===== src/rtl/serial_subtractor32_if.sv =====
// Handshake and data bundle for serial_subtractor32.
//   master : operand source / result consumer (drives operands, in_valid, out_ready)
//   slave  : the subtractor (drives in_ready, out_valid and the result fields)
interface serial_subtractor32_if;
  logic        in_valid;
  logic        in_ready;
  logic [31:0] sub_in0;
  logic [31:0] sub_in1;
  logic        borrow_in;
  logic        out_valid;
  logic        out_ready;
  logic [31:0] sub_out;
  logic        borrow_out;
  logic        overflow;
  logic        zero;

  modport master (
    output in_valid, sub_in0, sub_in1, borrow_in, out_ready,
    input  in_ready, out_valid, sub_out, borrow_out, overflow, zero
  );

  modport slave (
    input  in_valid, sub_in0, sub_in1, borrow_in, out_ready,
    output in_ready, out_valid, sub_out, borrow_out, overflow, zero
  );
endinterface


===== src/rtl/serial_subtractor32.sv =====
// Serial 32-bit subtractor: computes sub_in0 - sub_in1 - borrow_in as
// sub_in0 + ~sub_in1 + ~borrow_in, SLICE_W bits per clock.
// Ports:
//   clk  rising-edge clock
//   rst  asynchronous active-high reset
//   bus  serial_subtractor32_if.slave (operands/handshake in, result/flags out)
//
// state | meaning
// IDLE  | waiting for operands (in_ready = 1)
// BUSY  | adding one slice per cycle, NSLICE cycles
// DONE  | result held on outputs (out_valid = 1) until out_ready
module serial_subtractor32 #(
  parameter int SLICE_W = 4
) (
  input logic                 clk,
  input logic                 rst,
  serial_subtractor32_if.slave bus
);
  localparam int NSLICE = 32 / SLICE_W;
  localparam int CNT_W  = (NSLICE > 1) ? $clog2(NSLICE) : 1;

  if (!(SLICE_W == 1 || SLICE_W == 2 || SLICE_W == 4 ||
        SLICE_W == 8 || SLICE_W == 16 || SLICE_W == 32)) begin : g_bad_slice
    $error("serial_subtractor32: SLICE_W must be 1, 2, 4, 8, 16 or 32");
  end

  typedef enum logic [1:0] {IDLE, BUSY, DONE} state_t;

  state_t             state, state_nxt;
  logic [31:0]        opa, opb, res;
  logic               carry;
  logic               sign0, sign1;
  logic [CNT_W-1:0]   cnt;
  logic [SLICE_W:0]   slice_sum;
  logic [31+SLICE_W:0] res_cat;
  logic [31:0]        res_nxt;
  logic               last;

  assign slice_sum = {1'b0, opa[SLICE_W-1:0]} + {1'b0, opb[SLICE_W-1:0]}
                   + {{SLICE_W{1'b0}}, carry};
  // New slice enters at the top; after NSLICE shifts slice 0 sits at bit 0.
  assign res_cat   = {slice_sum[SLICE_W-1:0], res};
  assign res_nxt   = res_cat[31+SLICE_W:SLICE_W];
  assign last      = (cnt == CNT_W'(NSLICE - 1));

  always_ff @(posedge clk or posedge rst) begin
    if (rst) state <= IDLE;
    else     state <= state_nxt;
  end

  always_comb begin
    state_nxt = state;
    case (state)
      IDLE:    if (bus.in_valid && bus.in_ready) state_nxt = BUSY;
      BUSY:    if (last)                         state_nxt = DONE;
      DONE:    if (bus.out_ready)                state_nxt = IDLE;
      default:                                   state_nxt = IDLE;
    endcase
  end

  // Handshake flags are registered from the next state so both read 0 while
  // rst is high and in_ready appears at the first edge after release.
  always_ff @(posedge clk or posedge rst) begin
    if (rst) begin
      bus.in_ready   <= 1'b0;
      bus.out_valid  <= 1'b0;
      opa            <= '0;
      opb            <= '0;
      res            <= '0;
      carry          <= 1'b0;
      sign0          <= 1'b0;
      sign1          <= 1'b0;
      cnt            <= '0;
      bus.sub_out    <= '0;
      bus.borrow_out <= 1'b0;
      bus.overflow   <= 1'b0;
      bus.zero       <= 1'b0;
    end else begin
      bus.in_ready  <= (state_nxt == IDLE);
      bus.out_valid <= (state_nxt == DONE);
      case (state)
        IDLE: begin
          if (bus.in_valid && bus.in_ready) begin
            opa   <= bus.sub_in0;
            opb   <= ~bus.sub_in1;
            carry <= ~bus.borrow_in;
            sign0 <= bus.sub_in0[31];
            sign1 <= bus.sub_in1[31];
            cnt   <= '0;
          end
        end
        BUSY: begin
          opa   <= opa >> SLICE_W;
          opb   <= opb >> SLICE_W;
          res   <= res_nxt;
          carry <= slice_sum[SLICE_W];
          cnt   <= cnt + 1'b1;
          if (last) begin
            bus.sub_out    <= res_nxt;
            bus.borrow_out <= ~slice_sum[SLICE_W];
            bus.overflow   <= (sign0 != sign1) && (res_nxt[31] != sign0);
            bus.zero       <= (res_nxt == 32'd0);
          end
        end
        default: ;
      endcase
    end
  end
endmodule


===== src/flat_wrapper.sv =====
// flat-port wrapper written by rule: the top's interface ports become plain ports
module serial_subtractor32_flat 
#(
  parameter int SLICE_W = 4
)
  (clk, rst, bus_in_valid, bus_sub_in0, bus_sub_in1, bus_borrow_in, bus_out_ready, bus_in_ready, bus_out_valid, bus_sub_out, bus_borrow_out, bus_overflow, bus_zero);
  serial_subtractor32_if bus_i ();
  input logic clk;
  input logic rst;
  input wire logic [$bits(bus_i.in_valid)-1:0] bus_in_valid;
  input wire logic [$bits(bus_i.sub_in0)-1:0] bus_sub_in0;
  input wire logic [$bits(bus_i.sub_in1)-1:0] bus_sub_in1;
  input wire logic [$bits(bus_i.borrow_in)-1:0] bus_borrow_in;
  input wire logic [$bits(bus_i.out_ready)-1:0] bus_out_ready;
  output wire logic [$bits(bus_i.in_ready)-1:0] bus_in_ready;
  output wire logic [$bits(bus_i.out_valid)-1:0] bus_out_valid;
  output wire logic [$bits(bus_i.sub_out)-1:0] bus_sub_out;
  output wire logic [$bits(bus_i.borrow_out)-1:0] bus_borrow_out;
  output wire logic [$bits(bus_i.overflow)-1:0] bus_overflow;
  output wire logic [$bits(bus_i.zero)-1:0] bus_zero;
  assign bus_i.in_valid = bus_in_valid;
  assign bus_i.sub_in0 = bus_sub_in0;
  assign bus_i.sub_in1 = bus_sub_in1;
  assign bus_i.borrow_in = bus_borrow_in;
  assign bus_i.out_ready = bus_out_ready;
  assign bus_in_ready = bus_i.in_ready;
  assign bus_out_valid = bus_i.out_valid;
  assign bus_sub_out = bus_i.sub_out;
  assign bus_borrow_out = bus_i.borrow_out;
  assign bus_overflow = bus_i.overflow;
  assign bus_zero = bus_i.zero;
  serial_subtractor32 #(.SLICE_W(SLICE_W)) u_core (.clk(clk), .rst(rst), .bus(bus_i));
endmodule

===== config.mk =====
export PLATFORM = sky130hd
export DESIGN_NAME = serial_subtractor32_flat
export DESIGN_NICKNAME = d
export VERILOG_FILES = /design/src/rtl/serial_subtractor32_if.sv /design/src/rtl/serial_subtractor32.sv /design/src/flat_wrapper.sv
export SDC_FILE = /design/constraint.sdc
export NUM_CORES = 1
export LEC_CHECK = 0
export ABC_AREA = 1
export ABC_CLOCK_PERIOD_IN_PS = 6600
export CORE_MARGIN = 5
export CORE_UTILIZATION = 45
export DETAILED_ROUTE_END_ITERATION = 10
export HOLD_SLACK_MARGIN = 0.05
export PLACE_DENSITY = 0.72
export SETUP_SLACK_MARGIN = 0.05
export SLEW_MARGIN = 20
export SYNTH_ARGS = -nofsm -noshare
export SYNTH_HDL_FRONTEND = slang
export SYNTH_SLANG_ARGS = --single-unit

===== constraint.sdc =====
create_clock -name clk -period 6.6 [get_ports clk]
set_input_delay 1.32 -clock clk [delete_from_list [all_inputs] [get_ports clk]]
set_output_delay 1.32 -clock clk [all_outputs]
set_load 0.02 [all_outputs]

; Word-level counts from Yosys, hierarchy flattened
; Index checks and enable logic that the tools add are counted.
[op_classes]
add_sub_neg = 3
eq_ne = 7
n_mux = 12
bitwise = 3
reduce_logical = 9
[ops]
columns = operator, n
row1 = 32-bit case mux with 2 select lines, 2
row2 = 32-bit two-way mux, 2
row3 = 32-bit zero test, 1
row4 = 32-bit inverter, 1
row5 = 2-bit two-way mux, 3
row6 = 2-bit case mux with 3 select lines, 1
row7 = 3-bit case mux with 2 select lines, 1
row8 = 2-bit AND reduction, 3
row9 = 4-bit by 4-bit adder with 5-bit output, 1
row10 = 5-bit by 1-bit adder with 5-bit output, 1
row11 = 2-bit equality test (second input constant), 2
row12 = 2-bit zero test, 2
row13 = 3-bit by 1-bit adder with 3-bit output (second input constant), 1
row14 = 3-bit equality test (second input constant), 1
row15 = 3-bit two-way mux, 1
row16 = 2-bit by 1-bit equality test with 1-bit output (second input constant), 1
row17 = 1-bit logical AND, 2
row18 = 1-bit != test, 2
row19 = 2-bit by 1-bit != test with 1-bit output (second input constant), 1
row20 = 1-bit inverter, 2
row21 = 1-bit case mux with 2 select lines, 1
row22 = 2-bit nonzero test, 1
row23 = 1-bit two-way mux, 1
[word_totals]
register_bits = 141
output_inout_bits = 37
elab_cells = 48

; Longest topological paths before layout
; Gate-level depths: netlist (run 1).
[depth]
depth_word = 4
depth_mapped = 11

; Worst setup path after synthesis (run 1)
; No wires, ideal clock.
[synth_path]
kind = in2reg
start = input bus_in_valid
end = register u_core.opb[11]
setup_ps = 120
t_arrival_ps = 2102
required_ps = 6480
path_slack_ps = 4377
stages = 5
n_path_buf = 1
path_cell_list = nand2_1 > nor2_2 > clkbuf_1 > nand3_1 > o211a_1
[synth_via]
elab_chain_cells = 3
[synth_rtl]
columns = element, line
row1 = "start, declared", flat_wrapper.sv:10  ; input wire logic [$bits(bus_i.in_valid)-1:0] bus_in_valid;
row2 = 1-bit logical AND, serial_subtractor32.sv:83  ; if (bus.in_valid && bus.in_ready) begin
row3 = 2-bit by 1-bit != test with 1-bit output (no line), --
row4 = 2-bit AND reduction (no line), --
row5 = "end signal, assigned", serial_subtractor32.sv:85  ; opb <= ~bus.sub_in1;
row6 = "end signal, assigned", serial_subtractor32.sv:94  ; opb <= opb >> SLICE_W;
row7 = "end, declared", serial_subtractor32.sv:30  ; logic [31:0] opa, opb, res;
; No other way between the ends.
; A chain may end at the register's enable or synchronous reset.

; Final worst setup path (run 1)
[layout_path]
start = input bus_in_valid
end = register u_core.opa[2]
[layout_via]
elab_chain_cells = 3
[layout_rtl]
columns = element, line
row1 = 1-bit logical AND, serial_subtractor32.sv:83
row2 = 2-bit by 1-bit != test with 1-bit output (no line), --
row3 = 2-bit AND reduction (no line), --
row4 = "end signal, assigned", serial_subtractor32.sv:84  ; opa <= bus.sub_in0;
row5 = "end signal, assigned", serial_subtractor32.sv:93  ; opa <= opa >> SLICE_W;
row6 = "end, declared", serial_subtractor32.sv:30
; No other way between the ends.

==> flow_results.xml, run 1 <==
<?xml version="1.0" encoding="UTF-8"?>
<metrics>
  <group name="sta">
    <metric name="minimum_clock_period" unit="ps">3530</metric>
    <metric name="setup_viol_count_final" unit="">0</metric>
    <metric name="postLayoutSetupSlackWorst" unit="ps">3070</metric>
    <metric name="holdWs" unit="ps">479</metric>
    <metric name="tightest_slew" unit="ps">958</metric>
    <metric name="post_route_clock_period_utilization" unit="%">53.4</metric>
    <metric name="grt_setup_unrepaired" unit="">no</metric>
    <metric name="worst_clock_skew" unit="ps">10.0</metric>
    <metric name="report.final.slew_viol_count" unit="">0</metric>
    <metric name="timing.max_slew.rel_slack" unit="%">36.0</metric>
    <metric name="fmax_achieved" unit="MHz">284</metric>
    <metric name="setup-tns-final" unit="ps">0</metric>
    <metric name="final_hold_viol_count" unit="">0</metric>
  </group>
  <group name="final_layout">
    <metric name="layout.cells.most_common" unit="">sky130_fd_sc_hd__nand2_1</metric>
    <metric name="layout.cells.most_common_list" unit="">sky130_fd_sc_hd__nand2_1 (140), sky130_fd_sc_hd__dfrtp_1 (137), sky130_fd_sc_hd__clkdlybuf4s50_1 (105)</metric>
    <metric name="fillers" unit="">1151</metric>
    <metric name="insertedDiodeCount" unit="">0</metric>
    <metric name="final_cell_area" unit="um2">7690</metric>
    <metric name="final_core_occ" unit="%">58.3</metric>
    <metric name="layout.nets" unit="">812</metric>
    <metric name="areaGrowthSynthToFinish" unit="%">28.0</metric>
    <metric name="final_layout_size_suffix_gt1_share" unit="%">7.48</metric>
  </group>
  <group name="place">
    <metric name="placement.setup.worst_slack" unit="ps">2680</metric>
    <metric name="dp_hpwl" unit="mm">8.95</metric>
    <metric name="portBuffers" unit="">105</metric>
    <metric name="postPlaceCellArea" unit="um2">7080</metric>
    <metric name="gp_routability_congestion" unit="">0.807</metric>
  </group>
  <group name="floorplan">
    <metric name="die_width" unit="um">126</metric>
    <metric name="io_pins" unit="">106</metric>
    <metric name="fp.dieArea" unit="um2">15800</metric>
    <metric name="floorplan.initialDensity" unit="%">45.6</metric>
    <metric name="std_cell_rows" unit="">42</metric>
    <metric name="floorplan.die.height" unit="um">126</metric>
    <metric name="floorplan.core_area" unit="um2">13200</metric>
  </group>
  <group name="power">
    <metric name="largest_voltage_drop_on_the_vdd_net" unit="mV">0.225</metric>
    <metric name="cellPowerDensity" unit="nW/um2">514</metric>
    <metric name="leakage" unit="uW">0.00353</metric>
  </group>
  <group name="synth">
    <metric name="cell_type_with_the_highest_aggregate_area_in_the_netlist" unit="">sky130_fd_sc_hd__dfrtp_1</metric>
    <metric name="ys_types" unit="">28</metric>
    <metric name="syn_inst" unit="">648</metric>
    <metric name="synth_area" unit="um2">6010</metric>
    <metric name="synth_fp_nets" unit="">724</metric>
    <metric name="syn_avg_cell_area" unit="um2">9.28</metric>
    <metric name="ys.flop_type" unit="">sky130_fd_sc_hd__dfrtp_1</metric>
    <metric name="share_of_the_yosys_chip_area_belonging_to_registers" unit="%">57.0</metric>
    <metric name="synth_edf_count" unit="">0</metric>
    <metric name="ys_top_cells_by_area" unit="">sky130_fd_sc_hd__dfrtp_1 (57%), sky130_fd_sc_hd__nand2_1 (8.7%), sky130_fd_sc_hd__o21ai_0 (6.1%)</metric>
    <metric name="number_of_register_bits_inferred_by_synthesis" unit="">137</metric>
    <metric name="synth-async-reset-ratio" unit="%">100</metric>
    <metric name="synth.top_cell.area_share" unit="%">57.0</metric>
    <metric name="synthesis.yosys.warnings" unit="">0</metric>
  </group>
  <group name="status">
    <metric name="status" unit="">finished, final reports clean</metric>
  </group>
  <group name="critical_path">
    <metric name="crit_path_start_kind" unit="">input port</metric>
    <metric name="worst_r2r_endpoint" unit="">u_core.bus.in_ready</metric>
    <metric name="reg2reg_depth" unit="">5</metric>
    <metric name="critPathMaxFanout" unit="">60</metric>
    <metric name="critical_path_required" unit="ps">6920</metric>
    <metric name="cp-endpoint" unit="">u_core.opa[2]</metric>
    <metric name="setup.worst_path.end_class" unit="">register</metric>
    <metric name="cp_class" unit="">in -&gt; reg</metric>
    <metric name="reg2reg_from" unit="">u_core.state[1]</metric>
    <metric name="timing.reg2reg.setup_slack" unit="ps">3450</metric>
    <metric name="crit_arrival" unit="ps">3850</metric>
    <metric name="setup.worst_path.start" unit="">bus_in_valid</metric>
  </group>
  <group name="grt">
    <metric name="grt_usage" unit="%">17.4</metric>
    <metric name="maximum_number_of_pins_on_one_net_before_global_route_repair" unit="">90</metric>
    <metric name="grt_antenna_before_repair" unit="">0</metric>
    <metric name="grt_overflow_total" unit="">0</metric>
    <metric name="grt_pass1_vias" unit="">4621</metric>
    <metric name="grt_first_pass_wirelength" unit="mm">22.4</metric>
  </group>
  <group name="drt">
    <metric name="firstDrtPassIters" unit="">5</metric>
    <metric name="drtAntennaViolNets" unit="">0</metric>
    <metric name="drt_drc_violations_left" unit="">0</metric>
    <metric name="drt_iter0_drc" unit="">316</metric>
    <metric name="wire_per_inst" unit="um">14.3</metric>
    <metric name="detail_route.wirelength" unit="mm">13.2</metric>
    <metric name="viasPerCell" unit="">5.02</metric>
    <metric name="detailroute.via_count" unit="">4645</metric>
  </group>
  <group name="cts">
    <metric name="post_cts_hold_fix_bufs" unit="">0</metric>
    <metric name="cts_tree" unit="">done</metric>
    <metric name="clk_latency" unit="ps">410</metric>
    <metric name="reg_clk_slew_reported_paths" unit="ps">60</metric>
    <metric name="postCtsSetupBuffers" unit="">0</metric>
    <metric name="tritoncts.num_buffers" unit="">17</metric>
    <metric name="htree_num_levels" unit="">4</metric>
    <metric name="max-clock-path-buffers" unit="">2</metric>
    <metric name="clkSinkCount" unit="">137</metric>
    <metric name="cts.repair.resized" unit="">0</metric>
    <metric name="clk_root_buffer_cell" unit="">sky130_fd_sc_hd__clkbuf_16</metric>
  </group>
  <group name="flow_run">
    <metric name="max_cap_violations" unit="">0</metric>
  </group>
  <group name="min_path">
    <metric name="hp-class" unit="">reg -&gt; reg</metric>
    <metric name="min_delay_path_depth" unit="">2</metric>
  </group>
</metrics>
## how the worst min path moves through the flow
stage                           from                    end  slack (ps)
5_1_grt        u_core.bus.sub_out[0]  u_core.bus.sub_out[0]         510
3_3_place_gp   u_core.bus.sub_out[5]  u_core.bus.sub_out[5]         460
3_5_place_dp   u_core.bus.sub_out[0]  u_core.bus.sub_out[0]         470
2_1_floorplan           u_core.carry           u_core.carry         450
6_report       u_core.bus.sub_out[0]  u_core.bus.sub_out[0]         480
4_1_cts        u_core.bus.sub_out[0]  u_core.bus.sub_out[0]         480
## synth_stat cells, types with 6 or more instances
library cell and count:
sky130_fd_sc_hd__dfrtp_1 137, sky130_fd_sc_hd__buf_6 6, sky130_fd_sc_hd__nand3_1 21, sky130_fd_sc_hd__nor2_1 53, sky130_fd_sc_hd__o21ai_0 73, sky130_fd_sc_hd__nor3_1 28, sky130_fd_sc_hd__buf_2 21, sky130_fd_sc_hd__inv_1 66
sky130_fd_sc_hd__clkbuf_1 6, sky130_fd_sc_hd__a211oi_1 14, sky130_fd_sc_hd__o211a_1 14, sky130_fd_sc_hd__o21ai_1 21, sky130_fd_sc_hd__nand2_1 140, sky130_fd_sc_hd__a211oi_2 14
## state kept, by name (all words and copies together) (netlist names), 2 cells and up
register            flops
u_core.res             28
u_core.opa             32
u_core.cnt              3
u_core.state            2
u_core.opb             32
u_core.bus.sub_out     32
## logic make-up after synthesis
family | count (synthesis) | synth area share [%]
AND/OR/NAND/NOR | 246 | 16.7
AO/OA/AOI/OAI | 148 | 16.2
XOR/XNOR | 1 | 0.146
buffers and inverters | 109 | 8.18
flip-flops | 137 | 57.0
adder cells (fa/ha/maj) | 7 | 1.71
## through the flow
| stage | total power (uW) | cells |
|---|---|---|
| floorplan | 2570 | 648 |
| global placement | 2960 | 893 |
| detailed placement | 3020 | 893 |
| CTS | 3990 | 925 |
| global route | 4260 | 925 |
| finish | 3960 | 925 |
## routing by layer
metal | GRT usage (%) | share of wire [%] | up-vias | wire length [um]
li1 | - | - | 2296 | -
met1 | 23.8 | 47 | 2200 | 6240
met2 | 27.2 | 46 | 129 | 6040
met3 | 4.39 | 5.4 | 20 | 717
met4 | 6.31 | 1.7 | 0 | 222
met5 | 0 | 0 | - | 0
## where the power goes
group / total (uW) / switching (uW) / leakage (uW) / internal, uW
Clock: 950 / 335 / 0.000293 / 615
Sequential: 1420 / 201 / 0.00170 / 1220
Combinational: 1590 / 973 / 0.00154 / 617
Total: 3960 / 1510 / 0.00353 / 2450
## layout make-up
class	instances	area, um2	share of cell area (%)
Clock buffer	26	519	6.75
Clock inverter	6	85.1	1.11
Inverter	71	272	3.53
Multi-Input combinational cell	402	2100	27.3
Sequential cell	137	3430	44.6
Tap cell	176	220	2.86
Timing Repair Buffer	107	1070	13.9
## worst max-delay path: stages
cell and delay, ps:
sky130_fd_sc_hd__clkdlybuf4s50_1 500, sky130_fd_sc_hd__nand2_1 80, sky130_fd_sc_hd__nor2_2 600, sky130_fd_sc_hd__nor2_4 270, sky130_fd_sc_hd__inv_2 740, sky130_fd_sc_hd__nor2_1 120
sky130_fd_sc_hd__a211oi_2 190
Power figures use the tool's default switching activity.
==> run 2, diff against run 1 <==
ABC_CLOCK_PERIOD_IN_PS = 2990   (was 6600)
PLACE_DENSITY = 0.75   (was 0.72)
clock period = 2.99 ns   (was 6.6 ns; I/O delays follow)
==> run 2 against run 1 <==
Clock power is 98% higher. Critical path type unchanged. Sequential share of layout area up 0.12 points. Non-clock buffer count grew 7. Worst hold slack got worse by 3.4 ps. Critical path depth unchanged. Cell area is 0.26% lower. Wire length grew 2.3%. Largest power group unchanged. Core utilization decreased by 0.15 points. Via count rose by 0.75%. Global-route usage is 0.21 points higher. Highest routed layer unchanged. Sequential power is 120% higher. Count of clock-buffer cells in the layout fell by 4.
==> flow_results.xml, run 2 (same netlist as run 1, synthesis figures left out) <==
<?xml version="1.0" encoding="UTF-8"?>
<metrics>
  <group name="status">
    <metric name="status" unit="">finished, final reports clean</metric>
  </group>
  <group name="place">
    <metric name="postPlaceCellArea" unit="um2">7140</metric>
    <metric name="portBuffers" unit="">105</metric>
    <metric name="dp_hpwl" unit="mm">9.20</metric>
    <metric name="gp_routability_congestion" unit="">0.808</metric>
  </group>
  <group name="floorplan">
    <metric name="die_width" unit="um">126</metric>
    <metric name="floorplan.core_area" unit="um2">13200</metric>
    <metric name="floorplan.initialDensity" unit="%">45.6</metric>
    <metric name="std_cell_rows" unit="">42</metric>
    <metric name="fp.dieArea" unit="um2">15800</metric>
    <metric name="io_pins" unit="">106</metric>
    <metric name="floorplan.die.height" unit="um">126</metric>
  </group>
  <group name="drt">
    <metric name="detail_route.wirelength" unit="mm">13.5</metric>
    <metric name="detailroute.via_count" unit="">4680</metric>
    <metric name="drtAntennaViolNets" unit="">0</metric>
    <metric name="viasPerCell" unit="">5.03</metric>
    <metric name="firstDrtPassIters" unit="">5</metric>
    <metric name="drt_drc_violations_left" unit="">0</metric>
    <metric name="wire_per_inst" unit="um">14.5</metric>
    <metric name="drt_iter0_drc" unit="">436</metric>
  </group>
  <group name="power">
    <metric name="share_comb_of_total_power" unit="%">41.9</metric>
    <metric name="power.internal" unit="uW">5240</metric>
    <metric name="cellPowerDensity" unit="nW/um2">1120</metric>
    <metric name="leakage" unit="uW">0.00353</metric>
    <metric name="switchingPower" unit="uW">3370</metric>
    <metric name="largest_voltage_drop_on_the_vdd_net" unit="mV">0.457</metric>
    <metric name="power.share.sequential" unit="%">36.3</metric>
    <metric name="switching_part_of_the_total" unit="%">39.1</metric>
    <metric name="clock_power_share" unit="%">21.8</metric>
  </group>
  <group name="cts">
    <metric name="clk_root_buffer_cell" unit="">sky130_fd_sc_hd__clkbuf_16</metric>
    <metric name="htree_num_levels" unit="">4</metric>
    <metric name="clkSinkCount" unit="">137</metric>
    <metric name="clk_latency" unit="ps">410</metric>
    <metric name="max-clock-path-buffers" unit="">2</metric>
    <metric name="postCtsSetupBuffers" unit="">0</metric>
    <metric name="post_cts_hold_fix_bufs" unit="">0</metric>
    <metric name="tritoncts.num_buffers" unit="">17</metric>
    <metric name="cts.repair.resized" unit="">0</metric>
    <metric name="reg_clk_slew_reported_paths" unit="ps">60</metric>
    <metric name="cts_tree" unit="">done</metric>
  </group>
  <group name="critical_path">
    <metric name="critPathMaxFanout" unit="">24</metric>
    <metric name="cpMaxStageDelayCell" unit="">sky130_fd_sc_hd__nor2_4</metric>
    <metric name="worstPathCellList" unit="">clkdlybuf4s50_1 &gt; nand2_1 &gt; nor2_2 &gt; nor2_4 &gt; inv_2 &gt; buf_4 &gt; o211a_1</metric>
    <metric name="setup.worst_path.end_class" unit="">register</metric>
    <metric name="reg2reg_from" unit="">u_core.carry</metric>
    <metric name="worst_r2r_endpoint" unit="">u_core.bus.zero</metric>
    <metric name="critical_path_cell_count" unit="">7</metric>
    <metric name="reg2reg_depth" unit="">11</metric>
    <metric name="cp_class" unit="">in -&gt; reg</metric>
    <metric name="crit_arrival" unit="ps">2450</metric>
    <metric name="worst-path-buf-inv" unit="">3</metric>
    <metric name="timing.reg2reg.setup_slack" unit="ps">850</metric>
    <metric name="crit_path_start_kind" unit="">input port</metric>
    <metric name="max_stage_delay" unit="ps">460</metric>
    <metric name="cp_top_family" unit="">buffers and inverters</metric>
    <metric name="critical_path_required" unit="ps">3280</metric>
  </group>
  <group name="grt">
    <metric name="grt_usage" unit="%">17.6</metric>
    <metric name="grt_antenna_before_repair" unit="">0</metric>
    <metric name="grt_pass1_vias" unit="">4715</metric>
    <metric name="grt_first_pass_wirelength" unit="mm">22.6</metric>
    <metric name="maximum_number_of_pins_on_one_net_before_global_route_repair" unit="">138</metric>
    <metric name="grt_overflow_total" unit="">0</metric>
  </group>
  <group name="final_layout">
    <metric name="final_layout_size_suffix_gt1_share" unit="%">7.95</metric>
    <metric name="areaGrowthSynthToFinish" unit="%">27.6</metric>
    <metric name="layout.cells.most_common_list" unit="">sky130_fd_sc_hd__nand2_1 (140), sky130_fd_sc_hd__dfrtp_1 (137), sky130_fd_sc_hd__clkdlybuf4s50_1 (105)</metric>
    <metric name="layout.nets" unit="">819</metric>
    <metric name="layout.cells.most_common" unit="">sky130_fd_sc_hd__nand2_1</metric>
    <metric name="top_regs" unit="">u_core.bus.sub_out (32), u_core.opa (32), u_core.opb (32)</metric>
    <metric name="insertedDiodeCount" unit="">0</metric>
    <metric name="final_cell_area" unit="um2">7670</metric>
  </group>
  <group name="min_path">
    <metric name="worst_hold_startpoint" unit="">u_core.bus.zero</metric>
    <metric name="min_delay_path_depth" unit="">2</metric>
    <metric name="hold_end" unit="">u_core.bus.zero</metric>
    <metric name="hp-class" unit="">reg -&gt; reg</metric>
  </group>
  <group name="sta">
    <metric name="tightest_slew" unit="ps">726</metric>
    <metric name="post_route_clock_period_utilization" unit="%">72.0</metric>
    <metric name="setup_viol_count_final" unit="">0</metric>
    <metric name="grt_setup_unrepaired" unit="">no</metric>
    <metric name="fmax_achieved" unit="MHz">464</metric>
    <metric name="setup-tns-final" unit="ps">0</metric>
    <metric name="report.final.slew_viol_count" unit="">0</metric>
    <metric name="final_hold_viol_count" unit="">0</metric>
    <metric name="minimum_clock_period" unit="ps">2150</metric>
    <metric name="timing.max_slew.rel_slack" unit="%">51.5</metric>
    <metric name="worst_clock_skew" unit="ps">7.06</metric>
  </group>
  <group name="flow_run">
    <metric name="max_cap_violations" unit="">0</metric>
  </group>
</metrics>
## run 2: power groups by stage
| stage | Combinational (uW) | Sequential (uW) | Clock, uW |
|---|---|---|---|
| after floorplan | 2410 | 3270 | 0 |
| after CTS | 3650 | 3120 | 1910 |
| final | 3610 | 3120 | 1880 |
| after global placement | 3490 | 3110 | 0 |
| after detailed placement | 3620 | 3140 | 0 |
| after global routing | 4070 | 3210 | 2010 |
## run 2: final cells by class
| cell class | count | area [um2] |
|---|---|---|
| Fill cell | 1119 | 5520 |
| Inverter | 71 | 270 |
| Sequential cell | 137 | 3430 |
| Timing Repair Buffer | 114 | 1130 |
| Multi-Input combinational cell | 402 | 2090 |
| Tap cell | 176 | 220 |
| Clock inverter | 9 | 76.3 |
| Clock buffer | 22 | 454 |
## run 2: worst max-delay path by stage
| stage | start | end |
|---|---|---|
| finish | bus_in_valid | u_core.opb[4] |
| global placement | bus_in_valid | u_core.opb[3] |
| global route | bus_in_valid | u_core.opb[4] |
| CTS | u_core.carry | u_core.bus.zero |
| detailed placement | bus_in_valid | u_core.opb[4] |
| floorplan | rst | u_core.bus.borrow_out |
## run 2: routing by layer
layer / vias up / routed length [um] / GRT usage, %
met5: - / 0 / 0
met4: 0 / 86 / 4.34
met3: 7 / 657 / 4.56
met2: 118 / 6750 / 29.5
met1: 2250 / 6030 / 23.1
li1: 2305 / - / -
## run 2: worst register-to-register path: cells and delay by family, from the launching register on
family	cells	cell delay, ps
fa+ha+maj	2	1050
simple gates	7	540
flops	1	350
buf+inv	2	150
## run 2: stage by stage
stage | utilization (%) | hold WS (ps) | power (uW) | setup WS, ps | instances
finish | 58.2 | 476 | 8610 | 836 | 931
CTS | 58.2 | 481 | 8690 | 846 | 931
detailed placement | 54.1 | 466 | 6760 | 403 | 900
global route | 58.2 | 506 | 9290 | 675 | 931
global placement | 54.1 | 464 | 6600 | 454 | 900
floorplan | - | 453 | 5680 | 685 | 648
==> run 3, diff against run 2 <==
ABC_CLOCK_PERIOD_IN_PS = 2210   (was 2990)
PLACE_DENSITY = 0.72   (was 0.75)
clock period = 2.21 ns   (was 2.99 ns; I/O delays follow)
==> run 3 against run 2 <==
Core utilization grew 0.94 points. Count of clock-buffer cells in the layout increased by 1. Sequential power increased by 36%. Die area did not move. Total power is 38% higher. Critical path depth is 4 higher. Final cell count rose by 0.32%. Cell area up 1.6%. First-iteration DRC count down 22%.
==> flow_results.xml, run 3 (same netlist as run 1, synthesis figures left out) <==
<?xml version="1.0" encoding="UTF-8"?>
<metrics>
  <group name="status">
    <metric name="status" unit="">finished, final reports clean</metric>
  </group>
  <group name="final_layout">
    <metric name="fillers" unit="">1147</metric>
    <metric name="top_regs" unit="">u_core.bus.sub_out (32), u_core.opa (32), u_core.opb (32)</metric>
    <metric name="final_layout_size_suffix_gt1_share" unit="%">8.84</metric>
    <metric name="instances_no_fill" unit="">934</metric>
    <metric name="insertedDiodeCount" unit="">0</metric>
    <metric name="layout.cells.most_common_list" unit="">sky130_fd_sc_hd__nand2_1 (140), sky130_fd_sc_hd__dfrtp_1 (137), sky130_fd_sc_hd__clkdlybuf4s50_1 (105)</metric>
    <metric name="layout.cells.most_common" unit="">sky130_fd_sc_hd__nand2_1</metric>
    <metric name="layout.nets" unit="">822</metric>
    <metric name="areaGrowthSynthToFinish" unit="%">29.7</metric>
  </group>
  <group name="critical_path">
    <metric name="critical_path_required" unit="ps">2560</metric>
    <metric name="worst_r2r_endpoint" unit="">u_core.bus.zero</metric>
    <metric name="reg2reg_depth" unit="">11</metric>
    <metric name="crit_arrival" unit="ps">2350</metric>
    <metric name="crit_path_start_kind" unit="">register</metric>
    <metric name="timing.reg2reg.setup_slack" unit="ps">220</metric>
    <metric name="cp_class" unit="">reg -&gt; reg</metric>
    <metric name="reg2reg_from" unit="">u_core.carry</metric>
    <metric name="critPathMaxFanout" unit="">2</metric>
    <metric name="setup.worst_path.end_class" unit="">register</metric>
  </group>
  <group name="floorplan">
    <metric name="die_width" unit="um">126</metric>
    <metric name="floorplan.initialDensity" unit="%">45.6</metric>
    <metric name="fp.dieArea" unit="um2">15800</metric>
    <metric name="floorplan.die.height" unit="um">126</metric>
    <metric name="io_pins" unit="">106</metric>
    <metric name="floorplan.core_area" unit="um2">13200</metric>
    <metric name="std_cell_rows" unit="">42</metric>
  </group>
  <group name="sta">
    <metric name="report.final.slew_viol_count" unit="">0</metric>
    <metric name="setup_viol_count_final" unit="">0</metric>
    <metric name="setup-tns-final" unit="ps">0</metric>
    <metric name="postLayoutSetupSlackWorst" unit="ps">216</metric>
    <metric name="tightest_slew" unit="ps">723</metric>
    <metric name="fmax_achieved" unit="MHz">501</metric>
    <metric name="final_hold_viol_count" unit="">0</metric>
    <metric name="grt_setup_unrepaired" unit="">no</metric>
    <metric name="timing.max_slew.rel_slack" unit="%">51.7</metric>
    <metric name="worst_clock_skew" unit="ps">6.44</metric>
    <metric name="minimum_clock_period" unit="ps">1990</metric>
    <metric name="post_route_clock_period_utilization" unit="%">90.2</metric>
  </group>
  <group name="cts">
    <metric name="reg_clk_slew_reported_paths" unit="ps">60</metric>
    <metric name="clk_latency" unit="ps">410</metric>
    <metric name="postCtsSetupBuffers" unit="">0</metric>
    <metric name="cts.repair.resized" unit="">0</metric>
    <metric name="post_cts_hold_fix_bufs" unit="">0</metric>
    <metric name="tritoncts.num_buffers" unit="">17</metric>
    <metric name="htree_num_levels" unit="">4</metric>
    <metric name="max-clock-path-buffers" unit="">2</metric>
    <metric name="clk_root_buffer_cell" unit="">sky130_fd_sc_hd__clkbuf_16</metric>
    <metric name="cts_tree" unit="">done</metric>
    <metric name="clkSinkCount" unit="">137</metric>
  </group>
  <group name="grt">
    <metric name="grt_usage" unit="%">18.2</metric>
    <metric name="grt_pass1_vias" unit="">4743</metric>
    <metric name="grt_antenna_before_repair" unit="">0</metric>
    <metric name="maximum_number_of_pins_on_one_net_before_global_route_repair" unit="">82</metric>
    <metric name="grt_overflow_total" unit="">0</metric>
    <metric name="grt_first_pass_wirelength" unit="mm">23.3</metric>
  </group>
  <group name="power">
    <metric name="clock_power_share" unit="%">22.4</metric>
    <metric name="cellPowerDensity" unit="nW/um2">1530</metric>
    <metric name="switchingPower" unit="uW">4580</metric>
    <metric name="power.internal" unit="uW">7320</metric>
    <metric name="switching_part_of_the_total" unit="%">38.5</metric>
    <metric name="share_comb_of_total_power" unit="%">42.1</metric>
    <metric name="leakage" unit="uW">0.00359</metric>
    <metric name="power.share.sequential" unit="%">35.5</metric>
    <metric name="largest_voltage_drop_on_the_vdd_net" unit="mV">0.631</metric>
  </group>
  <group name="min_path">
    <metric name="worst_hold_startpoint" unit="">u_core.bus.sub_out[1]</metric>
    <metric name="hp-class" unit="">reg -&gt; reg</metric>
    <metric name="min_delay_path_depth" unit="">2</metric>
    <metric name="hold_end" unit="">u_core.bus.sub_out[1]</metric>
  </group>
  <group name="place">
    <metric name="gp_routability_congestion" unit="">0.873</metric>
    <metric name="portBuffers" unit="">105</metric>
    <metric name="dp_hpwl" unit="mm">9.53</metric>
    <metric name="placement.setup.worst_slack" unit="ps">180</metric>
    <metric name="placedCellCount" unit="">903</metric>
  </group>
  <group name="drt">
    <metric name="viasPerCell" unit="">5.07</metric>
    <metric name="drt_iter0_drc" unit="">340</metric>
    <metric name="firstDrtPassIters" unit="">5</metric>
    <metric name="drt_drc_violations_left" unit="">0</metric>
    <metric name="detail_route.wirelength" unit="mm">13.7</metric>
    <metric name="wire_per_inst" unit="um">14.7</metric>
    <metric name="drtAntennaViolNets" unit="">0</metric>
    <metric name="detailroute.via_count" unit="">4739</metric>
  </group>
  <group name="flow_run">
    <metric name="max_cap_violations" unit="">0</metric>
  </group>
</metrics>
==> run 3: cell count changes in the layout (fill, tap and decap cells not counted), sizes merged <==
| cell | before | now |
|---|---|---|
| clkinvlp | 2 | 1 |
| clkbuf | 22 | 23 |
| buf | 9 | 12 |
==> run 3: metal layers <==
| layer | share of wire, % | up-vias | track usage, % |
|---|---|---|---|
| met3 | 5.3 | 21 | 4.86 |
| met4 | 1.7 | 0 | 6.31 |
| li1 | - | 2315 | - |
| met5 | 0 | - | 0 |
| met1 | 46 | 2267 | 24.9 |
| met2 | 47 | 136 | 28.2 |
==> run 3: cell type report <==
cell class | count | area, um2 | area share (%)
Clock buffer | 23 | 498 | 6.39
Clock inverter | 8 | 68.8 | 0.883
Inverter | 71 | 270 | 3.47
Multi-Input combinational cell | 402 | 2090 | 26.9
Sequential cell | 137 | 3430 | 44.0
Tap cell | 176 | 220 | 2.82
Timing Repair Buffer | 117 | 1220 | 15.6
==> run 3: worst max-delay path, cell delays in order (launching register included) <==
cell                      delay [ps]
sky130_fd_sc_hd__dfrtp_1         360
sky130_fd_sc_hd__inv_1            70
sky130_fd_sc_hd__fa_2            410
sky130_fd_sc_hd__fa_1            570
sky130_fd_sc_hd__inv_1            60
sky130_fd_sc_hd__nor2_1           80
sky130_fd_sc_hd__nand2_1          60
sky130_fd_sc_hd__nor2_1           80
sky130_fd_sc_hd__nand2_1          50
sky130_fd_sc_hd__nor2_1           80
sky130_fd_sc_hd__nand3_1          70
sky130_fd_sc_hd__nand2_1          60
==> run 3: worst max-delay path by stage <==
stage	startpoint	end	slack [ps]	depth (start not counted)
after floorplan	rst	u_core.bus.borrow_out	60	1
after global placement	u_core.carry	u_core.bus.zero	220	11
after detailed placement	u_core.carry	u_core.carry	180	6
after CTS	u_core.carry	u_core.bus.zero	150	11
after global routing	u_core.carry	u_core.bus.zero	60	11
final	u_core.carry	u_core.bus.zero	220	11
==> run 3: stage by stage <==
stage / area (um2) / hold slack, ps / util, % / total power, uW
CTS: 7790 / 483 / 59.1 / 12000
floorplan: 6020 / 453 / - / 7680
detailed placement: 7230 / 469 / 54.8 / 9280
finish: 7800 / 476 / 59.1 / 11900
global route: 7800 / 505 / 59.1 / 12800
global placement: 7230 / 466 / 54.8 / 9060
==> run 3: power by group through the flow <==
stage | registers [uW] | clock network (uW) | logic (uW)
floorplan | 4430 | 0 | 3260
global placement | 4200 | 0 | 4860
detailed placement | 4260 | 0 | 5020
CTS | 4230 | 2720 | 5060
global route | 4350 | 2840 | 5640
finish | 4230 | 2670 | 5010
